### src/rtl/rs_pkg.sv
// Shared types and default sizes for the reservation-station issue scheduler.
package rs_pkg;

    localparam int unsigned RS_ENTRIES_DEF = 8;
    localparam int unsigned TAG_W_DEF      = 6;
    localparam int unsigned PAYLOAD_W_DEF  = 32;
    localparam int unsigned IDX_W_DEF      = $clog2(RS_ENTRIES_DEF);

    typedef logic [IDX_W_DEF-1:0] rs_idx_t;

    // One RS slot: source tags with their ready bits plus the opaque micro-op.
    typedef struct packed {
        logic                     valid;
        logic [TAG_W_DEF-1:0]     tag1;
        logic                     rdy1;
        logic [TAG_W_DEF-1:0]     tag2;
        logic                     rdy2;
        logic [PAYLOAD_W_DEF-1:0] payload;
    } rs_entry_t;

    typedef enum logic {
        PICK = 1'b0,
        HOLD = 1'b1
    } lock_state_t;

endpackage

### src/rtl/rs_issue_sched_if.sv
// Dispatch, CDB wakeup and FU issue bundle for one RS / FU port pair.
interface rs_issue_sched_if
    import rs_pkg::*;
#(
    parameter int unsigned RS_ENTRIES = RS_ENTRIES_DEF,
    parameter int unsigned TAG_W      = TAG_W_DEF,
    parameter int unsigned PAYLOAD_W  = PAYLOAD_W_DEF
);
    localparam int unsigned IDX_W = $clog2(RS_ENTRIES);
    localparam int unsigned CNT_W = IDX_W + 1;

    logic                 flush;
    logic                 disp_valid;
    logic                 disp_ready;
    logic [TAG_W-1:0]     disp_tag1;
    logic                 disp_rdy1;
    logic [TAG_W-1:0]     disp_tag2;
    logic                 disp_rdy2;
    logic [PAYLOAD_W-1:0] disp_payload;
    logic                 cdb_valid;
    logic [TAG_W-1:0]     cdb_tag;
    logic                 iss_valid;
    logic                 iss_ready;
    logic [IDX_W-1:0]     iss_idx;
    logic [PAYLOAD_W-1:0] iss_payload;
    logic [CNT_W-1:0]     occupancy;

    // Rename/dispatch and FU side.
    modport master (
        output flush, disp_valid, disp_tag1, disp_rdy1, disp_tag2, disp_rdy2, disp_payload,
        output cdb_valid, cdb_tag, iss_ready,
        input  disp_ready, iss_valid, iss_idx, iss_payload, occupancy
    );

    // Reservation-station side.
    modport slave (
        input  flush, disp_valid, disp_tag1, disp_rdy1, disp_tag2, disp_rdy2, disp_payload,
        input  cdb_valid, cdb_tag, iss_ready,
        output disp_ready, iss_valid, iss_idx, iss_payload, occupancy
    );

endinterface

### src/rtl/rs_issue_sched_rr_pick.sv
// Rotating-priority picker: first set request at or after start, wrapping.
module rr_pick #(
    parameter int unsigned N  = 8,
    parameter int unsigned IW = $clog2(N)
) (
    input  logic [N-1:0]  req,
    input  logic [IW-1:0] start,
    output logic [IW-1:0] gnt,
    output logic          gnt_valid
);

    always_comb begin
        logic [IW-1:0] idx;
        gnt       = '0;
        gnt_valid = 1'b0;
        idx       = '0;
        // N is a power of two, so the IW-bit add wraps modulo N for free.
        for (int unsigned k = 0; k < N; k++) begin
            idx = start + IW'(k);
            if (!gnt_valid && req[idx]) begin
                gnt       = idx;
                gnt_valid = 1'b1;
            end
        end
    end

endmodule

### src/rtl/rs_issue_sched.sv
// RS entry manager with CDB wakeup and round-robin issue that holds its pick until the FU accepts.
module rs_issue_sched
    import rs_pkg::*;
#(
    parameter int unsigned RS_ENTRIES = RS_ENTRIES_DEF,
    parameter int unsigned TAG_W      = TAG_W_DEF,
    parameter int unsigned PAYLOAD_W  = PAYLOAD_W_DEF
) (
    input  logic           clk,
    input  logic           rst,
    rs_issue_sched_if.slave bus
);

    localparam int unsigned IDX_W = $clog2(RS_ENTRIES);
    localparam int unsigned CNT_W = IDX_W + 1;

    rs_entry_t            entries [RS_ENTRIES];
    rs_entry_t            new_entry;
    logic [RS_ENTRIES-1:0] valid_vec;
    logic [RS_ENTRIES-1:0] req;
    logic [IDX_W-1:0]     rr_ptr;
    logic [IDX_W-1:0]     lock_idx;
    logic [IDX_W-1:0]     lock_idx_d;
    logic [IDX_W-1:0]     gnt;
    logic [IDX_W-1:0]     alloc_idx;
    logic [IDX_W-1:0]     iss_idx_c;
    logic                 gnt_valid;
    logic                 iss_valid_c;
    logic                 disp_ready_c;
    logic                 disp_fire;
    logic                 iss_fire;
    logic [CNT_W-1:0]     occ_q;
    lock_state_t          state_q;
    lock_state_t          state_d;
    logic [TAG_W-1:0]     disp_tag1;
    logic [TAG_W-1:0]     disp_tag2;
    logic [TAG_W-1:0]     cdb_tag;
    logic [PAYLOAD_W-1:0] disp_payload;

    assign disp_tag1    = bus.disp_tag1;
    assign disp_tag2    = bus.disp_tag2;
    assign cdb_tag      = bus.cdb_tag;
    assign disp_payload = bus.disp_payload;

    // Request vector is built from registered state only: no wakeup bypass.
    always_comb begin
        valid_vec = '0;
        req       = '0;
        for (int unsigned i = 0; i < RS_ENTRIES; i++) begin
            valid_vec[i] = entries[i].valid;
            req[i]       = entries[i].valid & entries[i].rdy1 & entries[i].rdy2;
        end
    end

    always_comb begin
        alloc_idx = '0;
        for (int i = int'(RS_ENTRIES) - 1; i >= 0; i--) begin
            if (!valid_vec[i]) alloc_idx = IDX_W'(i);
        end
    end

    assign disp_ready_c = ~&valid_vec;
    assign disp_fire    = bus.disp_valid & disp_ready_c & ~bus.flush;
    assign iss_fire     = iss_valid_c & bus.iss_ready & ~bus.flush;

    // A source whose producer broadcasts in the dispatch cycle is captured as ready.
    always_comb begin
        new_entry         = '0;
        new_entry.valid   = 1'b1;
        new_entry.tag1    = disp_tag1;
        new_entry.rdy1    = bus.disp_rdy1 | (bus.cdb_valid && (disp_tag1 == cdb_tag));
        new_entry.tag2    = disp_tag2;
        new_entry.rdy2    = bus.disp_rdy2 | (bus.cdb_valid && (disp_tag2 == cdb_tag));
        new_entry.payload = disp_payload;
    end

    rr_pick #(
        .N  (RS_ENTRIES),
        .IW (IDX_W)
    ) u_rr_pick (
        .req       (req),
        .start     (rr_ptr),
        .gnt       (gnt),
        .gnt_valid (gnt_valid)
    );

    always_ff @(posedge clk) begin
        if (rst) begin
            state_q <= PICK;
        end else begin
            state_q <= state_d;
        end
    end

    // HOLD pins the candidate so the FU sees a stable index/payload until it accepts.
    always_comb begin
        state_d     = state_q;
        lock_idx_d  = lock_idx;
        iss_valid_c = 1'b0;
        iss_idx_c   = '0;
        case (state_q)
            PICK: begin
                iss_valid_c = gnt_valid;
                iss_idx_c   = gnt_valid ? gnt : '0;
                if (gnt_valid && !bus.iss_ready) begin
                    state_d    = HOLD;
                    lock_idx_d = gnt;
                end
            end
            HOLD: begin
                iss_valid_c = 1'b1;
                iss_idx_c   = lock_idx;
                if (bus.iss_ready) state_d = PICK;
            end
            default: state_d = PICK;
        endcase
        if (bus.flush) state_d = PICK;
    end

    always_ff @(posedge clk) begin
        if (rst || bus.flush) begin
            lock_idx <= '0;
            rr_ptr   <= '0;
            occ_q    <= '0;
        end else begin
            lock_idx <= lock_idx_d;
            if (iss_fire) rr_ptr <= iss_idx_c + IDX_W'(1);
            case ({disp_fire, iss_fire})
                2'b10:   occ_q <= occ_q + CNT_W'(1);
                2'b01:   occ_q <= occ_q - CNT_W'(1);
                default: occ_q <= occ_q;
            endcase
        end
    end

    // The alloc slot is always free and the issued slot always valid, so they never collide.
    always_ff @(posedge clk) begin
        for (int unsigned i = 0; i < RS_ENTRIES; i++) begin
            if (rst || bus.flush) begin
                entries[i] <= '0;
            end else begin
                if (bus.cdb_valid && entries[i].valid) begin
                    if (entries[i].tag1 == cdb_tag) entries[i].rdy1 <= 1'b1;
                    if (entries[i].tag2 == cdb_tag) entries[i].rdy2 <= 1'b1;
                end
                if (iss_fire && (iss_idx_c == IDX_W'(i))) entries[i].valid <= 1'b0;
                if (disp_fire && (alloc_idx == IDX_W'(i))) entries[i] <= new_entry;
            end
        end
    end

    assign bus.disp_ready  = disp_ready_c;
    assign bus.iss_valid   = iss_valid_c;
    assign bus.iss_idx     = iss_idx_c;
    assign bus.iss_payload = PAYLOAD_W'(entries[iss_idx_c].payload);
    assign bus.occupancy   = occ_q;

endmodule

### src/flat_wrapper.sv
// flat-port wrapper written by rule: the top's interface ports become plain ports
module rs_issue_sched_flat import rs_pkg::*;
#(
    parameter int unsigned RS_ENTRIES = RS_ENTRIES_DEF,
    parameter int unsigned TAG_W      = TAG_W_DEF,
    parameter int unsigned PAYLOAD_W  = PAYLOAD_W_DEF
)
  (clk, rst, bus_flush, bus_disp_valid, bus_disp_tag1, bus_disp_rdy1, bus_disp_tag2, bus_disp_rdy2, bus_disp_payload, bus_cdb_valid, bus_cdb_tag, bus_iss_ready, bus_disp_ready, bus_iss_valid, bus_iss_idx, bus_iss_payload, bus_occupancy);
  rs_issue_sched_if #(.RS_ENTRIES(RS_ENTRIES), .TAG_W(TAG_W), .PAYLOAD_W(PAYLOAD_W)) bus_i ();
  input  logic clk;
  input  logic rst;
  input wire logic [$bits(bus_i.flush)-1:0] bus_flush;
  input wire logic [$bits(bus_i.disp_valid)-1:0] bus_disp_valid;
  input wire logic [$bits(bus_i.disp_tag1)-1:0] bus_disp_tag1;
  input wire logic [$bits(bus_i.disp_rdy1)-1:0] bus_disp_rdy1;
  input wire logic [$bits(bus_i.disp_tag2)-1:0] bus_disp_tag2;
  input wire logic [$bits(bus_i.disp_rdy2)-1:0] bus_disp_rdy2;
  input wire logic [$bits(bus_i.disp_payload)-1:0] bus_disp_payload;
  input wire logic [$bits(bus_i.cdb_valid)-1:0] bus_cdb_valid;
  input wire logic [$bits(bus_i.cdb_tag)-1:0] bus_cdb_tag;
  input wire logic [$bits(bus_i.iss_ready)-1:0] bus_iss_ready;
  output wire logic [$bits(bus_i.disp_ready)-1:0] bus_disp_ready;
  output wire logic [$bits(bus_i.iss_valid)-1:0] bus_iss_valid;
  output wire logic [$bits(bus_i.iss_idx)-1:0] bus_iss_idx;
  output wire logic [$bits(bus_i.iss_payload)-1:0] bus_iss_payload;
  output wire logic [$bits(bus_i.occupancy)-1:0] bus_occupancy;
  assign bus_i.flush = bus_flush;
  assign bus_i.disp_valid = bus_disp_valid;
  assign bus_i.disp_tag1 = bus_disp_tag1;
  assign bus_i.disp_rdy1 = bus_disp_rdy1;
  assign bus_i.disp_tag2 = bus_disp_tag2;
  assign bus_i.disp_rdy2 = bus_disp_rdy2;
  assign bus_i.disp_payload = bus_disp_payload;
  assign bus_i.cdb_valid = bus_cdb_valid;
  assign bus_i.cdb_tag = bus_cdb_tag;
  assign bus_i.iss_ready = bus_iss_ready;
  assign bus_disp_ready = bus_i.disp_ready;
  assign bus_iss_valid = bus_i.iss_valid;
  assign bus_iss_idx = bus_i.iss_idx;
  assign bus_iss_payload = bus_i.iss_payload;
  assign bus_occupancy = bus_i.occupancy;
  rs_issue_sched #(.RS_ENTRIES(RS_ENTRIES), .TAG_W(TAG_W), .PAYLOAD_W(PAYLOAD_W)) u_core (.clk(clk), .rst(rst), .bus(bus_i));
endmodule
### config.mk
export PLATFORM = sky130hd
export DESIGN_NAME = rs_issue_sched_flat
export DESIGN_NICKNAME = d
export VERILOG_FILES = /design/src/rtl/rs_pkg.sv /design/src/rtl/rs_issue_sched_if.sv /design/src/rtl/rs_issue_sched_rr_pick.sv /design/src/rtl/rs_issue_sched.sv /design/src/flat_wrapper.sv
export SDC_FILE = /design/constraint.sdc
export NUM_CORES = 1
export LEC_CHECK = 0
export ABC_AREA = 0
export CORE_MARGIN = 3
export CORE_UTILIZATION = 40
export CTS_CLUSTER_SIZE = 14
export DETAILED_ROUTE_END_ITERATION = 10
export PLACE_DENSITY = 0.56
export SLEW_MARGIN = 20
export SYNTH_ARGS = -nofsm -noshare
export SYNTH_HDL_FRONTEND = slang
export SYNTH_SLANG_ARGS = --single-unit
### constraint.sdc
create_clock -name clk -period 9.2 [get_ports clk]
set_clock_uncertainty 0.15 [all_clocks]
set_input_delay 1.38 -clock clk [delete_from_list [all_inputs] [get_ports clk]]
set_output_delay 1.38 -clock clk [all_outputs]
set_load 0.05 [all_outputs]
==> run_results.csv, run 1 <==
group,metric,value,unit
synth,synthTopCellsByArea,"edfxtp_1, o211ai_1, and3_1",
worst_setup_path,timing.rr.end,"u_core.bus.occupancy[3]",
global_routing,antenna_found_initial,3,
synth,yosysSeqAreaShare,47.14,%
power_and_ir_drop,internal-power,0.003186,W
final_layout,finalNonFillerCells,3083,
power_and_ir_drop,seqPwrFrac,47.3,%
worst_setup_path,start_kind,"register",
sta,finalSetupViolCount,0,
min_path,min_path_type,"register to register",
power_and_ir_drop,clkPwrFrac,40.7,%
route,drtIter0Drc,1982,
synth,yosysMostFrequentCell,"edfxtp_1",
floorplan,io_pins,99,
worst_setup_path,rr_worst_depth,17,
worst_setup_path,crit_path_top_delay_cell,"ha_1",
floorplan,die_x,253.1,um
placed_design,dp_cells,3000,
placed_design,placedInstanceArea,0.02596,mm^2
route,vias,20090,
cts,cts-hold-fix-buffers,0,
synth,ys_warn_count,0,
cts,ctsResizeCount,0,
route,drc_errors,0,
worst_setup_path,worstPathRequired,7.67,ns
route,wl,80710,um
worst_setup_path,cp_cell_sequence,"buf_4 -> clkinv_1 -> ha_1 -> nand4_1 -> o21a_1 -> mux4_2 -> a32oi_1 -> or3_4 -> o221a_1 -> o31a_2 -> buf_4 -> mux2i_1 -> clkdlybuf4s50_1",
job,maxCapViolCount,0,
worst_setup_path,crit_top_cell,"buf_4",
cts,clockBufferDepth,3,
synth,synth_ff_type,"edfxtp_1",
final_layout,final_cell_area,0.02738,mm^2
worst_setup_path,arrival,6.73,ns
synth,netlist_instances,2338,
floorplan,core_area,0.05969,mm^2
sta,hold_viol_final,0,
worst_setup_path,crit_start,"u_core.rr_ptr[1]",
cts,clock-sinks,387,
worst_setup_path,timing.rr.start,"u_core.rr_ptr[1]",
cts,post_cts_buffers,0,
placed_design,preCtsSetupSlack,1.586,ns
final_layout,areaGrowthSynthToFinish,12.13,%
run_status,status,"finished clean",
worst_setup_path,reg2reg_slack,3.05,ns
sta,fin_crit_sh,89.76,%
cts,clk_latency,0.60,ns
synth,syn-num-nets,2408,
sta,finalCriticalPeriod,8.258,ns
worst_setup_path,worstSetupPathType,"register to primary output",
synth,synth_area_leader_cell,"edfxtp_1",
placed_design,gp_congestion,0.8411,
synth,netlist_top_cells_count,"edfxtp_1, o211ai_1, clkbuf_1",
global_routing,grt_max_degree,130,
power_and_ir_drop,ir_drop,0.0001405,V
sta,drv_slew,0,
power_and_ir_drop,p_leak,10.16,nW
final_layout,drive_above_1_share,6.496,%
route,drt_pass1_iterations,6,
floorplan,start_util,40.91,%
worst_setup_path,end_kind,"primary output",
cts,clkSlewWorstSetupHoldPaths,0.05,ns
global_routing,grt_pass1_wl,121800,um
sta,fmax,0.1211,GHz
synth,yosysUniqueCellTypes,67,
sta,fin_ws,0.9421,ns
floorplan,fp-row-count,89,
placed_design,dp_hpwl,41870,um
global_routing,track_usage,24.58,%
sta,holdWs,0.3407,ns
worst_setup_path,cpPeakStageDelay,1.07,ns
power_and_ir_drop,p_comb_share,12.0,%
route,viasPerCell,6.518,
sta,tns,0,ns
final_layout,final_nets,2345,
global_routing,first_global_vias,19930,
worst_setup_path,crit_end,"bus_iss_payload[12]",
final_layout,fill_cells,5519,
cts,cts_buffers,46,
synth,avgSynthCellArea,10.45,um^2
floorplan,chipHeight,253.1,um
sta,rsz0062_at_grt,"no",
synth,ys_ff_latch,387,
cts,clockRootBuffer,"clkbuf_16",
synth,synth_edf_count,376,
cts,cts_tree,"yes",
route,ant_nets,0,
cts,cts_max_level,2,
worst_setup_path,cp_max_fo,30,
floorplan,die_area,0.06405,mm^2
global_routing,grt-ovfl-total,0,
power_and_ir_drop,pwr_density_cell,158.1,mW/mm^2
route,wl_per_cell,26.18,um
power_and_ir_drop,p_sw_share,26.39,%
synth,async_reset_ff_share,0,%
power_and_ir_drop,p_sw,0.001142,W
synth,synth_top_area_share,46.23,%
sta,worst_pin_slew,1.162,ns
sta,slew_headroom,22.55,%
synth,netlist_area,0.02442,mm^2
placed_design,io_buffers,98,
area by class of cell:
| type | instances | area [um^2] | share of cell area (%) |
|---|---|---|---|
| Antenna cell | 1 | 2.502 | 0.009138 |
| Timing Repair Buffer | 144 | 1468 | 5.360 |
| Clock inverter | 22 | 215.2 | 0.7859 |
| Tap cell | 773 | 967.2 | 3.532 |
| Clock buffer | 60 | 1204 | 4.395 |
| Sequential cell | 387 | 11510 | 42.05 |
| Inverter | 27 | 103.9 | 0.3792 |
| Multi-Input combinational cell | 1669 | 11910 | 43.49 |
worst min path at each step:
stage	end	cells after the start	start
after floorplan	u_core.lock_idx[1]	2	u_core.lock_idx[1]
after global placement	u_core.bus.occupancy[3]	2	u_core.bus.occupancy[3]
after detailed placement	u_core.lock_idx[1]	2	u_core.lock_idx[1]
after CTS	u_core.bus.occupancy[3]	2	u_core.bus.occupancy[3]
after global routing	u_core.lock_idx[1]	2	u_core.lock_idx[1]
final	u_core.bus.occupancy[3]	2	u_core.bus.occupancy[3]
stage by stage:
| stage | util, % | total power [W] |
|---|---|---|
| 2_1_floorplan | - | 0.002392 |
| 3_3_place_gp | 43.49 | 0.002589 |
| 3_5_place_dp | 43.49 | 0.002599 |
| 4_1_cts | 45.87 | 0.004363 |
| 5_1_grt | 45.87 | 0.004479 |
| 6_report | 45.88 | 0.004328 |
layout by cell type (no fill, tap or decap), types with 46 or more instances in the layout:
cell	count
and2_1	178
clkdlybuf4s50_1	98
a31oi_1	129
xnor2_1	54
edfxtp_1	376
mux2i_1	108
o211ai_1	266
a22o_1	129
xor2_1	59
clkbuf_16	46
and3_1	183
nand2_1	48
nand3_1	139
nor2b_1	132
sequential cells by signal (all words and copies together) (netlist names):
name                  cells
u_core.entries          376
u_core.bus.occupancy      4
u_core.lock_idx           3
u_core.rr_ptr             3
u_core.state_q            1
critical path: cells and delay by family, from the launching register on:
kind / cells / cell delay [ns]
adders and majority gates: 1 / 1.07
buffers and inverters: 4 / 1.81
AOI/OAI and AO/OA: 4 / 1.59
and+or+nand+nor: 2 / 0.52
muxes: 2 / 0.82
DFF: 1 / 0.30
power by group through the flow:
stage                     logic (W)  registers (W)  clock network (W)
after floorplan            0.000321        0.00207                  0
after global placement     0.000512        0.00208                  0
after detailed placement   0.000517        0.00208                  0
after CTS                  0.000519        0.00205            0.00180
after global routing       0.000553        0.00205            0.00187
final                      0.000518        0.00205            0.00176
cell families (layout without fill, tap and decap cells):
logic type / count (synthesis) / in the layout / synth area share (%)
buffers and inverters: 282 / 253 / 4.632
xor gates and xnor gates: 113 / 113 / 4.053
and+or+nand+nor: 801 / 801 / 19.19
AOI/OAI and AO/OA: 622 / 622 / 18.80
adders and majority gates: 12 / 12 / 0.6456
DFF: 387 / 387 / 47.14
muxes: 121 / 121 / 5.549
other: 0 / 1 / 0
per-layer routing:
layer / global-route usage [%] / wire (um) / part of all wire, %
met2: 40.11 / 37810 / 47
met4: 9.095 / 2652 / 3.3
met3: 3.667 / 5689 / 7.0
met1: 33.26 / 34560 / 43
met5: 0 / 0 / 0
Power figures use the tool's default switching activity.
==> run 2, diff against run 1 <==
CORE_UTILIZATION = 45   (was 40)
PLACE_DENSITY = 0.62   (was 0.56)
==> run 2 against run 1 <==
Against the previous run:
- core utilization increased by 5.6 points
- final area decreased by 0.13%
- sequential cell count unchanged
- cell count decreased by 2.7%
- die area decreased by 11%
- first-iteration DRC count decreased by 2.7%
- critical path depth unchanged
- non-clock buffer count increased by 4
- register-to-register slack about the same
- largest power group unchanged
==> run_results.csv, run 2 (synthesized netlist as in run 1, its figures left out) <==
group,metric,value,unit
run_status,status,"finished clean",
final_layout,final_nets,2348,
placed_design,placedInstanceArea,0.02583,mm^2
route,wl_per_cell,26.60,um
placed_design,dp_cells,2917,
cts,clkSlewWorstSetupHoldPaths,0.06,ns
sta,fin_crit_sh,88.03,%
min_path,min_path_type,"register to register",
sta,rsz0062_at_grt,"no",
final_layout,mostFrequentLayoutCells,"edfxtp_1, o211ai_1, and3_1",
final_layout,multi_input_area,0.01191,mm^2
cts,ctsResizeCount,0,
sta,worst_pin_slew,1.150,ns
final_layout,areaGrowthSynthToFinish,11.99,%
global_routing,antenna_found_initial,2,
cts,cts_buffers,45,
sta,hold_viol_final,0,
route,vias,20070,
cts,clock-sinks,387,
route,wl,79790,um
sta,tns,0,ns
final_layout,finalNonFillerCells,3000,
worst_setup_path,cp_max_fo,128,
placed_design,dp_hpwl,41360,um
placed_design,gp_congestion,0.8665,
cts,cts_max_level,2,
cts,post_cts_buffers,0,
sta,slew_headroom,23.18,%
sta,finalSetupViolCount,0,
final_layout,utilization,51.53,%
sta,drv_slew,0,
floorplan,fp-row-count,84,
floorplan,die_area,0.05710,mm^2
job,maxCapViolCount,0,
global_routing,first_global_vias,19880,
floorplan,io_pins,99,
cts,cts_tree,"yes",
final_layout,largest_register_ff_count,376,
route,drtIter0Drc,1928,
worst_setup_path,arrival,6.57,ns
route,drt_pass1_iterations,5,
floorplan,die_x,239.0,um
global_routing,grt_max_degree,130,
route,drc_errors,0,
cts,clockRootBuffer,"clkbuf_16",
power_and_ir_drop,pwr_density_cell,160.6,mW/mm^2
worst_setup_path,worstSetupPathType,"register to primary output",
worst_setup_path,end_kind,"primary output",
worst_setup_path,rr_worst_depth,17,
cts,clk_latency,0.59,ns
final_layout,final-seq-area,0.01151,mm^2
floorplan,chipHeight,239.0,um
final_layout,final_cell_area,0.02735,mm^2
final_layout,antenna_cells,0,
worst_setup_path,worstPathRequired,7.67,ns
floorplan,core_area,0.05308,mm^2
worst_setup_path,start_kind,"register",
global_routing,track_usage,27.27,%
sta,fmax,0.1235,GHz
sta,finalCriticalPeriod,8.099,ns
final_layout,drive_above_1_share,6.791,%
cts,clockBufferDepth,3,
power_and_ir_drop,p_leak,10.23,nW
placed_design,io_buffers,98,
min_path,whs_path_depth,2,
route,viasPerCell,6.689,
global_routing,grt_pass1_wl,120400,um
final_layout,fill_cells,4649,
cts,cts-hold-fix-buffers,0,
power_and_ir_drop,ir_drop,0.0001324,V
final_layout,final_common_cell,"edfxtp_1",
power_and_ir_drop,total_power,0.004392,W
final_layout,regMostFlops,"u_core.entries",
route,ant_nets,0,
global_routing,grt-ovfl-total,0,
floorplan,start_util,46.01,%
[run 2: cell type report]
| cell class | instances | share of cell area [%] |
|---|---|---|
| repair buffers | 148 | 5.435 |
| inverters | 27 | 0.3797 |
| multi-input cells | 1669 | 43.54 |
| flip-flops and latches | 387 | 42.10 |
| clock inverters | 23 | 1.020 |
| clock buffers | 58 | 4.369 |
| well taps | 688 | 3.148 |
[run 2: final timing paths]
check,start,slack (ns),end
max,u_core.rr_ptr[1],1.10,bus_iss_payload[2]
min,u_core.bus.occupancy[3],0.33,u_core.bus.occupancy[3]
max reg2reg,u_core.rr_ptr[1],3.05,u_core.bus.occupancy[3]
min reg2reg,u_core.bus.occupancy[3],0.33,u_core.bus.occupancy[3]
[run 2: critical path, stage by stage, from the launching register on]
cell and delay, ns:
dfxtp_1 0.30, buf_4 0.27, clkinv_1 0.28, ha_1 1.07, mux4_1 0.65, mux2i_1 0.44
o21ai_0 0.26, a31oi_4 0.28, buf_12 0.54, nand3_1 0.16, o211ai_1 0.16, mux2i_1 0.10
mux2i_1 0.48, clkdlybuf4s50_1 0.91
[run 2: power by group]
| part | switching (W) | internal [W] | total (W) |
|---|---|---|---|
| Clock | 0.000740 | 0.00109 | 0.00183 |
| Combinational | 0.000350 | 0.000169 | 0.000520 |
| Sequential | 0.0000410 | 0.00200 | 0.00205 |
[run 2: through the flow]
step	hold WS, ns	setup slack, ns
2_1_floorplan	0.3143	3.232
6_report	0.3340	1.101
3_5_place_dp	0.3327	1.631
4_1_cts	0.3407	0.9819
3_3_place_gp	0.3170	1.751
5_1_grt	0.4093	0.6820
[run 2: routing by layer]
layer  GRT usage, %  wire length [um]  part of all wire (%)  vias to the layer above
met5              0                24                 0.030                        -
met4          9.181              2020                   2.5                        4
met3          4.361              6630                   8.3                      164
met2          45.44             38350                    48                      963
met1          36.41             32760                    41                    10010
li1               -                 -                     -                     8921
